## config.mk

```make
export PLATFORM = sky130hd
export DESIGN_NAME = stream_switch
export DESIGN_NICKNAME = d
export VERILOG_FILES = /design/src/rtl/stream_switch.sv
export SDC_FILE = /design/constraint.sdc
export NUM_CORES = 1
export LEC_CHECK = 0
export BUFFER_PORTS_ARGS = -buffer_cell sky130_fd_sc_hd__buf_2
export CORE_ASPECT_RATIO = 0.8
export CORE_MARGIN = 4
export CORE_UTILIZATION = 41
export CTS_BUF_LIST = sky130_fd_sc_hd__clkbuf_8
export DETAILED_ROUTE_END_ITERATION = 7
export GPL_ROUTABILITY_DRIVEN = 0
export PLACE_DENSITY = 0.74
export SYNTH_ARGS = -nofsm -noshare
export SYNTH_HDL_FRONTEND = slang
export SYNTH_SLANG_ARGS = --single-unit
```

## constraint.sdc

```tcl
create_clock -name clk -period 1.5 [get_ports clk]
set_clock_uncertainty 0.15 [all_clocks]
set_input_delay 0.225 -clock clk [delete_from_list [all_inputs] [get_ports clk]]
set_output_delay 0.225 -clock clk [all_outputs]
set_load 0.005 [all_outputs]
```

## src/rtl/stream_switch.sv

```systemverilog
// 1-to-2 stream switch: routes packets to q0/q1 by s sampled at packet start, with a one-entry output buffer.
// Optional per-port completed-packet counters are enabled with `define SWITCH_PKT_COUNT_EN.
module stream_switch #(
  parameter int WIDTH = 8,
  parameter int CNT_W = 16
) (
  input  logic             clk,
  input  logic             rst_n,
  input  logic [WIDTH-1:0] d,
  input  logic             d_last,
  input  logic             d_valid,
  output logic             d_ready,
  input  logic             s,
  output logic [WIDTH-1:0] q0,
  output logic             q0_last,
  output logic             q0_valid,
  input  logic             q0_ready,
  output logic [WIDTH-1:0] q1,
  output logic             q1_last,
  output logic             q1_valid,
  input  logic             q1_ready,
`ifdef SWITCH_PKT_COUNT_EN
  output logic [CNT_W-1:0] pkt_cnt0,
  output logic [CNT_W-1:0] pkt_cnt1,
`endif
  output logic             busy
);

  typedef enum logic [1:0] {IDLE, LOCK0, LOCK1} state_t;

  state_t           r_state;
  logic             r_buf_valid;
  logic             r_buf_port;
  logic [WIDTH-1:0] r_buf_data;
  logic             r_buf_last;

  logic w_sel_ready;
  logic w_drain;
  logic w_accept;
  logic w_port;

  // Only the ready of the port holding the buffered beat matters (head-of-line by design).
  assign w_sel_ready = r_buf_port ? q1_ready : q0_ready;
  assign w_drain     = r_buf_valid & w_sel_ready;
  assign d_ready     = rst_n & (~r_buf_valid | w_sel_ready);
  assign w_accept    = d_valid & d_ready;
  assign w_port      = (r_state == IDLE) ? s : (r_state == LOCK1);

  always_ff @(posedge clk or negedge rst_n) begin
    if (!rst_n) begin
      r_state     <= IDLE;
      r_buf_valid <= 1'b0;
      r_buf_port  <= 1'b0;
      r_buf_data  <= '0;
      r_buf_last  <= 1'b0;
    end else begin
      if (w_accept) begin
        r_buf_valid <= 1'b1;
        r_buf_port  <= w_port;
        r_buf_data  <= d;
        r_buf_last  <= d_last;
        if (d_last)
          r_state <= IDLE;
        else
          r_state <= w_port ? LOCK1 : LOCK0;
      end else if (w_drain) begin
        r_buf_valid <= 1'b0;
      end
    end
  end

  assign q0_valid = r_buf_valid & ~r_buf_port;
  assign q1_valid = r_buf_valid & r_buf_port;
  assign q0       = q0_valid ? r_buf_data : '0;
  assign q1       = q1_valid ? r_buf_data : '0;
  assign q0_last  = q0_valid & r_buf_last;
  assign q1_last  = q1_valid & r_buf_last;
  assign busy     = (r_state != IDLE) | r_buf_valid;

`ifdef SWITCH_PKT_COUNT_EN
  logic [CNT_W-1:0] r_cnt0;
  logic [CNT_W-1:0] r_cnt1;

  // A packet completes when its last beat leaves the buffer; counters wrap naturally.
  always_ff @(posedge clk or negedge rst_n) begin
    if (!rst_n) begin
      r_cnt0 <= '0;
      r_cnt1 <= '0;
    end else if (w_drain && r_buf_last) begin
      if (r_buf_port)
        r_cnt1 <= r_cnt1 + 1'b1;
      else
        r_cnt0 <= r_cnt0 + 1'b1;
    end
  end

  assign pkt_cnt0 = r_cnt0;
  assign pkt_cnt1 = r_cnt1;
`endif

endmodule
```

==> run summary, run 1 <==
* **smallest setup slack after layout** -0.157 ns
* **top library cells by usage in the layout, fill and taps aside** sky130_fd_sc_hd__buf_2 (34), sky130_fd_sc_hd__buf_6 (11), sky130_fd_sc_hd__dfrtp_1 (11), sky130_fd_sc_hd__mux2_4 (10)
* **endpoints failing hold** 0
* **Clock Path Buffers** 2
* **detailed-route wire length** 2040 um
* **clock sinks** 13
* **timing-limited maximum frequency** 603 MHz
* **leading cell types by total area after synthesis** sky130_fd_sc_hd__dfrtp_1 (46%), sky130_fd_sc_hd__mux2_4 (17%), sky130_fd_sc_hd__and2_1 (9.6%), sky130_fd_sc_hd__and3_1 (7.9%), sky130_fd_sc_hd__mux2_1 (3.2%)
* **HPWL reported at the end of detailed placement** 1210 um
* **number of H-tree branching levels** 1
* **path type of the worst setup path** reg2out
* **pin count of the biggest net entering global routing** 14
* **final slew viol count** 0
* **startpoint types** flip-flop
* **final cell utilization of the core** 73.2%
* **DRT iter0 DRCs** 5
* **startpoint of the worst setup timing path** r_buf_port
* **transition time at the pin with the least slew margin** 0.590 ns
* **proportion of netlist area held by the largest area contributor** 45.5%
* **net count reported at finish** 134
* **Die Width** 54.7 um
* **share of the cycle needed by the critical path after routing** 110%
* **total vias in the final route** 684
* **run status** finished, violations left
* **Cell variety after synth** 18
* **vertical extent of the die** 45.3 um
* **Std-Cell Rows** 13
* **antenna diode count** 0
* **setup tns final** -3.75 ns
* **launch point of the worst reg-to-reg path** r_buf_port
* **Worst-Skew Late Latency** 0.24 ns
* **clock slew at reported path FFs** 0.06 ns
* **count of antenna-violating nets left after detailed routing** 0
* **cell at the root of the clock tree** sky130_fd_sc_hd__clkbuf_8
* **count of buffer and inverter cells on the critical path** 2
* **first-pass detailed-route iteration total** 4
* **top fanout value on the critical path** 5
* **fraction of the yosys area taken by sequential cells** 45.5%
* **most frequent standard cell in the layout excluding fill and tap cells** sky130_fd_sc_hd__buf_2
* **slowest stage cell on the critical path** sky130_fd_sc_hd__dfrtp_1
* **post-synthesis instance area** 714 um2
* **Worst Path Arrival** 1.28 ns
* **total routing usage reported by global routing** 17.3%
* **Power Density** 1450 nW/um2
* **Crit path max-delay family** flip-flops
* **via-per-instance ratio** 4.89
* **Hold Path Origin** d_last
* **synthesis-stage register bit count** 13
* **placeable core area** 1640 um2
* **standby leakage power** 0.657 nW
* **Congestion Overflow GR** 0
* **unrepaired setup endpoints after global routing** yes
* **delay of the slowest cell on the worst path** 0.41 ns
* **final routed DRC violation total** 0
* **number of maximum-capacitance constraint violations** 0
* **starting density of the core** 43.5%
* **top cell type by total area after synthesis** sky130_fd_sc_hd__dfrtp_1
* **relative max-transition margin** 60.5%
* **# IOs** 37
* **Post-Synthesis Net Count** 77
* **Avg Inst Size Synth** 11.5 um2
* **global-route wire length before repair** 2990 um
* **shortest period the worst path allows** 1.66 ns
* **cell seen most often among critical-path stages** sky130_fd_sc_hd__buf_6
* **antenna violations before repair** 0
* **vias in the first global route** 670
* **final setup violation count** 33
* **number of buffers added by the clock tree synthesis step** 3
* **element type at the critical path end** output pin
* **type of the most critical hold path** in2reg
* **violations in the final reports** negative setup slack
* **required time of the critical path** 1.12 ns
* **TritonCTS clock tree** done
* **count of port buffers added during placement** 36
* **cells traversed along the worst timing path** buf_6 > and2b_4 > and2_4 > buf_6
* **share of cells above drive strength 1** 67.8%
* **Hold WS** 0.0354 ns
* **Worst IR Drop VDD** 1.08 mV
* **synthesis-to-layout area growth** 68.3%
* **number of synthesis warnings** 0
* **area of the die** 2480 um2
* **Avg WL per Cell** 14.6 um
* **cell count after synthesis** 62
-- flip-flops by register name, summed over array words and instances, names as in the netlist --
register	count
r_buf_data	8
r_state	2
r_buf_valid	1
r_buf_last	1
r_buf_port	1
-- logic make-up (layout without fill, tap and decap cells) --
family / after synthesis / after routing / synth area share [%]
buf+inv: 4 / 59 / 3.15
mux: 11 / 11 / 21.9
compound gates: 5 / 5 / 5.60
simple gates: 29 / 30 / 23.8
flops: 13 / 13 / 45.5
-- through the flow --
stage | instances | setup WS [ns] | instance area (um2) | total power [mW]
after floorplan | 62 | -0.0109 | 714 | 0.885
after global placement | 123 | 0.0215 | 952 | 1.13
after detailed placement | 123 | -0.0376 | 952 | 1.15
after CTS | 140 | -0.153 | 1170 | 1.67
after global routing | 140 | -0.195 | 1200 | 1.85
final | 140 | -0.157 | 1200 | 1.74
-- layout make-up --
| cell class | instances | area [um2] |
|---|---|---|
| timing repair buffer | 55 | 372 |
| multi-input combinational | 46 | 430 |
| tap | 22 | 27.5 |
| clock inverter | 1 | 3.75 |
| fill | 123 | 440 |
| clock buffer | 3 | 41.3 |
| sequential | 13 | 328 |
-- what timing repair did --
| action | 4_1_cts | 5_1_grt |
|---|---|---|
| setup buffers | 11 | 1 |
| resized for setup | 19 | 8 |
| hold buffers | 1 | 0 |
| pin swaps | 13 | 2 |
| gates cloned | 1 | 0 |
| hold endpoints to repair | 13 | 0 |
| endpoints found under the setup margin | 33 | 35 |
-- synth_stat cells --
cell and number:
sky130_fd_sc_hd__buf_6 1, sky130_fd_sc_hd__nand3_1 1, sky130_fd_sc_hd__and2_1 11, sky130_fd_sc_hd__mux2_1 2, sky130_fd_sc_hd__and2b_2 1, sky130_fd_sc_hd__mux2i_2 1
sky130_fd_sc_hd__a21oi_1 1, sky130_fd_sc_hd__nor2_1 2, sky130_fd_sc_hd__a2111oi_0 1, sky130_fd_sc_hd__a2bb2oi_1 2, sky130_fd_sc_hd__or3_1 1, sky130_fd_sc_hd__or2_2 1
sky130_fd_sc_hd__dfrtp_1 13, sky130_fd_sc_hd__nand2_1 3, sky130_fd_sc_hd__a21oi_2 1, sky130_fd_sc_hd__and3_1 9, sky130_fd_sc_hd__mux2_4 8, sky130_fd_sc_hd__clkbuf_1 3
-- power by group --
group	switching, mW	internal (mW)	total (mW)
registers	0.0955	0.462	0.558
logic	0.330	0.547	0.877
clock network	0.125	0.181	0.306
total	0.550	1.19	1.74
-- routing by layer --
metal  share of wire (%)  vias up  global-route usage [%]
met2                  45       30                    26.4
met3                 8.2        4                    5.61
met1                  45      321                    23.6
met5                   0        -                       0
met4                 1.1        0                    3.98
li1                    -      329                       -
-- path summary, 6_finish.rpt --
path                                       to  slack (ns)  cells after the start
worst max-delay path                    q0[3]       -0.16                      4
worst min-delay path               r_state[0]        0.04                      2
worst max register to register  r_buf_data[5]       -0.15                      5
worst min register to register     r_buf_last        0.38                      1
max in group asynchronous         r_buf_valid        0.26                      3
min in group asynchronous          r_buf_last        0.52                      3
Note: power is estimated with default switching activity, not from simulation.
==> run 2: changes to the inputs <==
--- a/config.mk
+++ b/config.mk
@@ -13,6 +13,7 @@
 export DETAILED_ROUTE_END_ITERATION = 7
 export GPL_ROUTABILITY_DRIVEN = 0
 export PLACE_DENSITY = 0.74
+export REMOVE_ABC_BUFFERS = 1
 export SYNTH_ARGS = -nofsm -noshare
 export SYNTH_HDL_FRONTEND = slang
 export SYNTH_SLANG_ARGS = --single-unit
==> run 2 against run 1 <==
Compared with the run above: final cell count fell by 0.71%; register-to-register slack worse by 0.05 ns; die area is the same; the run still ends with negative setup slack left; setup slack lost 0.078 ns; cell area grew 11%; critical endpoint is now d_ready; via count increased by 2.3%; hold slack gained 0.0031 ns.
==> run summary, run 2 (synthesized netlist as in run 1, its figures left out) <==
* **shortest period the worst path allows** 1.74 ns, +0.0782 ns
* **Setup Slack @ Placement** -0.0512 ns, -0.0136 ns
* **antenna violations before repair** 0, unchanged
* **first-pass detailed-route iteration total** 4, unchanged
* **smallest setup slack after layout** -0.236 ns, -0.0782 ns
* **transition time at the pin with the least slew margin** 0.619 ns, +0.0290 ns
* **slowest stage cell on the critical path** sky130_fd_sc_hd__dfrtp_1
* **endpoints failing hold** 0, unchanged
* **top fanout value on the critical path** 2, -3
* **pin count of the biggest net entering global routing** 14, unchanged
* **standby leakage power** 0.660 nW, +0.45%
* **final cell utilization of the core** 81.5%, +8.3 points
* **Avg WL per Cell** 16.7 um, +15%
* **HPWL reported at the end of detailed placement** 1290 um, +7.3%
* **final setup violation count** 33, unchanged
* **Worst Path Arrival** 1.36 ns, +0.08 ns
* **Largest register FFs** 8, unchanged
* **clock slew at reported path FFs** 0.05 ns, about the same
* **type of the most critical hold path** in2reg
* **share of the cycle needed by the critical path after routing** 116%, +5.2 points
* **vertical extent of the die** 45.3 um, unchanged
* **count of antenna-violating nets left after detailed routing** 0, unchanged
* **element type at the critical path end** output pin
* **clock sinks** 13, unchanged
* **synthesis-to-layout area growth** 87.4%
* **number of maximum-capacitance constraint violations** 0, unchanged
* **Worst IR Drop VDD** 1.23 mV, +15%
* **global-route wire length before repair** 3410 um, +14%
* **number of H-tree branching levels** 1, unchanged
* **cell at the root of the clock tree** sky130_fd_sc_hd__clkbuf_8
* **share of cells above drive strength 1** 77.8%, +10 points
* **Congestion Overflow GR** 0, unchanged
* **via-per-instance ratio** 5.04, +3.1%
* **met2 layer usage reported by global route** 37.3%, +11 points
* **unrepaired setup endpoints after global routing** yes
* **antenna diode count** 0, unchanged
* **fill cell total of the finished layout** 106, -14%
* **GRT Max-Usage Layer** met2
* **DRT iter0 DRCs** 10, +5
* **register name with the most flops** r_buf_data
* **cells traversed along the worst timing path** mux2i_2 > buf_4 > nand2_2 > and2_4 > buf_6
* **# IOs** 37, unchanged
* **final routed DRC violation total** 0, unchanged
* **count of buffer and inverter cells on the critical path** 2, unchanged
* **required time of the critical path** 1.12 ns, about the same
* **Power Density** 1520 nW/um2, +4.9%
* **net count reported at finish** 133, -0.75%
* **timing-limited maximum frequency** 576 MHz, -4.5%
* **startpoint types** flip-flop
* **final slew viol count** 0, unchanged
* **run status** finished, violations left
* **placed cells** 123, unchanged
* **Crit path max-delay family** flip-flops
* **top library cells by usage in the layout, fill and taps aside** sky130_fd_sc_hd__buf_6 (21), sky130_fd_sc_hd__buf_2 (18), sky130_fd_sc_hd__dfrtp_1 (12), sky130_fd_sc_hd__buf_4 (11)
* **violations in the final reports** negative setup slack
* **relative max-transition margin** 58.6%, -1.9 points
* **total vias in the final route** 700, +2.3%
* **Worst-Skew Late Latency** 0.24 ns, about the same
* **delay of the slowest cell on the worst path** 0.40 ns, about the same
* **number of buffers added by the clock tree synthesis step** 3, unchanged
* **largest registers ranked by flip-flop count** r_buf_data x8, r_state x2
* **vias in the first global route** 710, +6.0%
* **met1 routing resource usage after global routing** 22.4%, -1.3 points
* **most frequent standard cell in the layout excluding fill and tap cells** sky130_fd_sc_hd__buf_6
* **total routing usage reported by global routing** 20.0%, +2.8 points
* **placeable core area** 1640 um2, unchanged
* **Std-Cell Rows** 13, unchanged
* **starting density of the core** 43.5%, unchanged
* **setup tns final** -5.43 ns, -1.67 ns
* **Die Width** 54.7 um, unchanged
* **global-route met3 utilization** 4.95%, -0.66 points
* **post-route insts no fill** 139, -0.71%
* **detailed-route wire length** 2330 um, +14%
* **count of port buffers added during placement** 36, unchanged
* **path type of the worst setup path** reg2out
* **TritonCTS clock tree** done
* **area of the die** 2480 um2, unchanged
* **Clock Path Buffers** 2, unchanged
-- run 2: cell type report --
cell class	count	area [um2]	area share [%]
clock buffer	3	41.3	3.08
clock inverter	1	3.75	0.280
multi-input combinational	46	470	35.1
sequential	13	327	24.4
tap	22	27.5	2.06
timing repair buffer	54	469	35.0
-- run 2: where the power goes --
part / leakage, nW / total [mW] / switching (mW) / internal [mW]
Sequential: 0.153 / 0.562 / 0.102 / 0.460
Clock: 0.0269 / 0.300 / 0.120 / 0.180
Combinational: 0.481 / 1.17 / 0.393 / 0.777
-- run 2: path summary, 6_finish.rpt --
| kind | endpoint | slack (ns) | start | cells past startpoint |
|---|---|---|---|---|
| worst max-delay path | d_ready | -0.24 | r_buf_port | 5 |
| worst min-delay path | r_state[0] | 0.04 | d_last | 2 |
| worst max register to register | r_buf_data[3] | -0.20 | r_buf_port | 5 |
| worst min register to register | r_buf_data[4] | 0.38 | r_buf_data[4] | 1 |
| max in group asynchronous | r_buf_valid | 0.24 | rst_n | 3 |
| min in group asynchronous | r_buf_data[3] | 0.53 | rst_n | 3 |
-- run 2: timing repair --
action                                 4_1_cts  5_1_grt
hold buffers                                 1        0
setup endpoints to repair                   24       33
cloned                                       1        0
pin swaps                                   12        4
resized for setup                           25       25
setup buffers                                6        4
endpoints found under the hold margin       13        0
-- run 2: metal layers --
metal	part of all wire (%)	up-vias
met5	0	-
met4	1.9	0
met3	7.0	4
met2	53	37
met1	38	329
li1	-	330
-- run 2: metrics by stage --
step / hold WS (ns) / total power, mW / cell area, um2
final: 0.0385 / 2.03 / 1340
after global routing: 0.0513 / 2.16 / 1340
after CTS: 0.0434 / 1.72 / 1170
after detailed placement: 0.0468 / 1.15 / 952
after global placement: 0.0432 / 1.13 / 952
after floorplan: -0.221 / 0.865 / 692
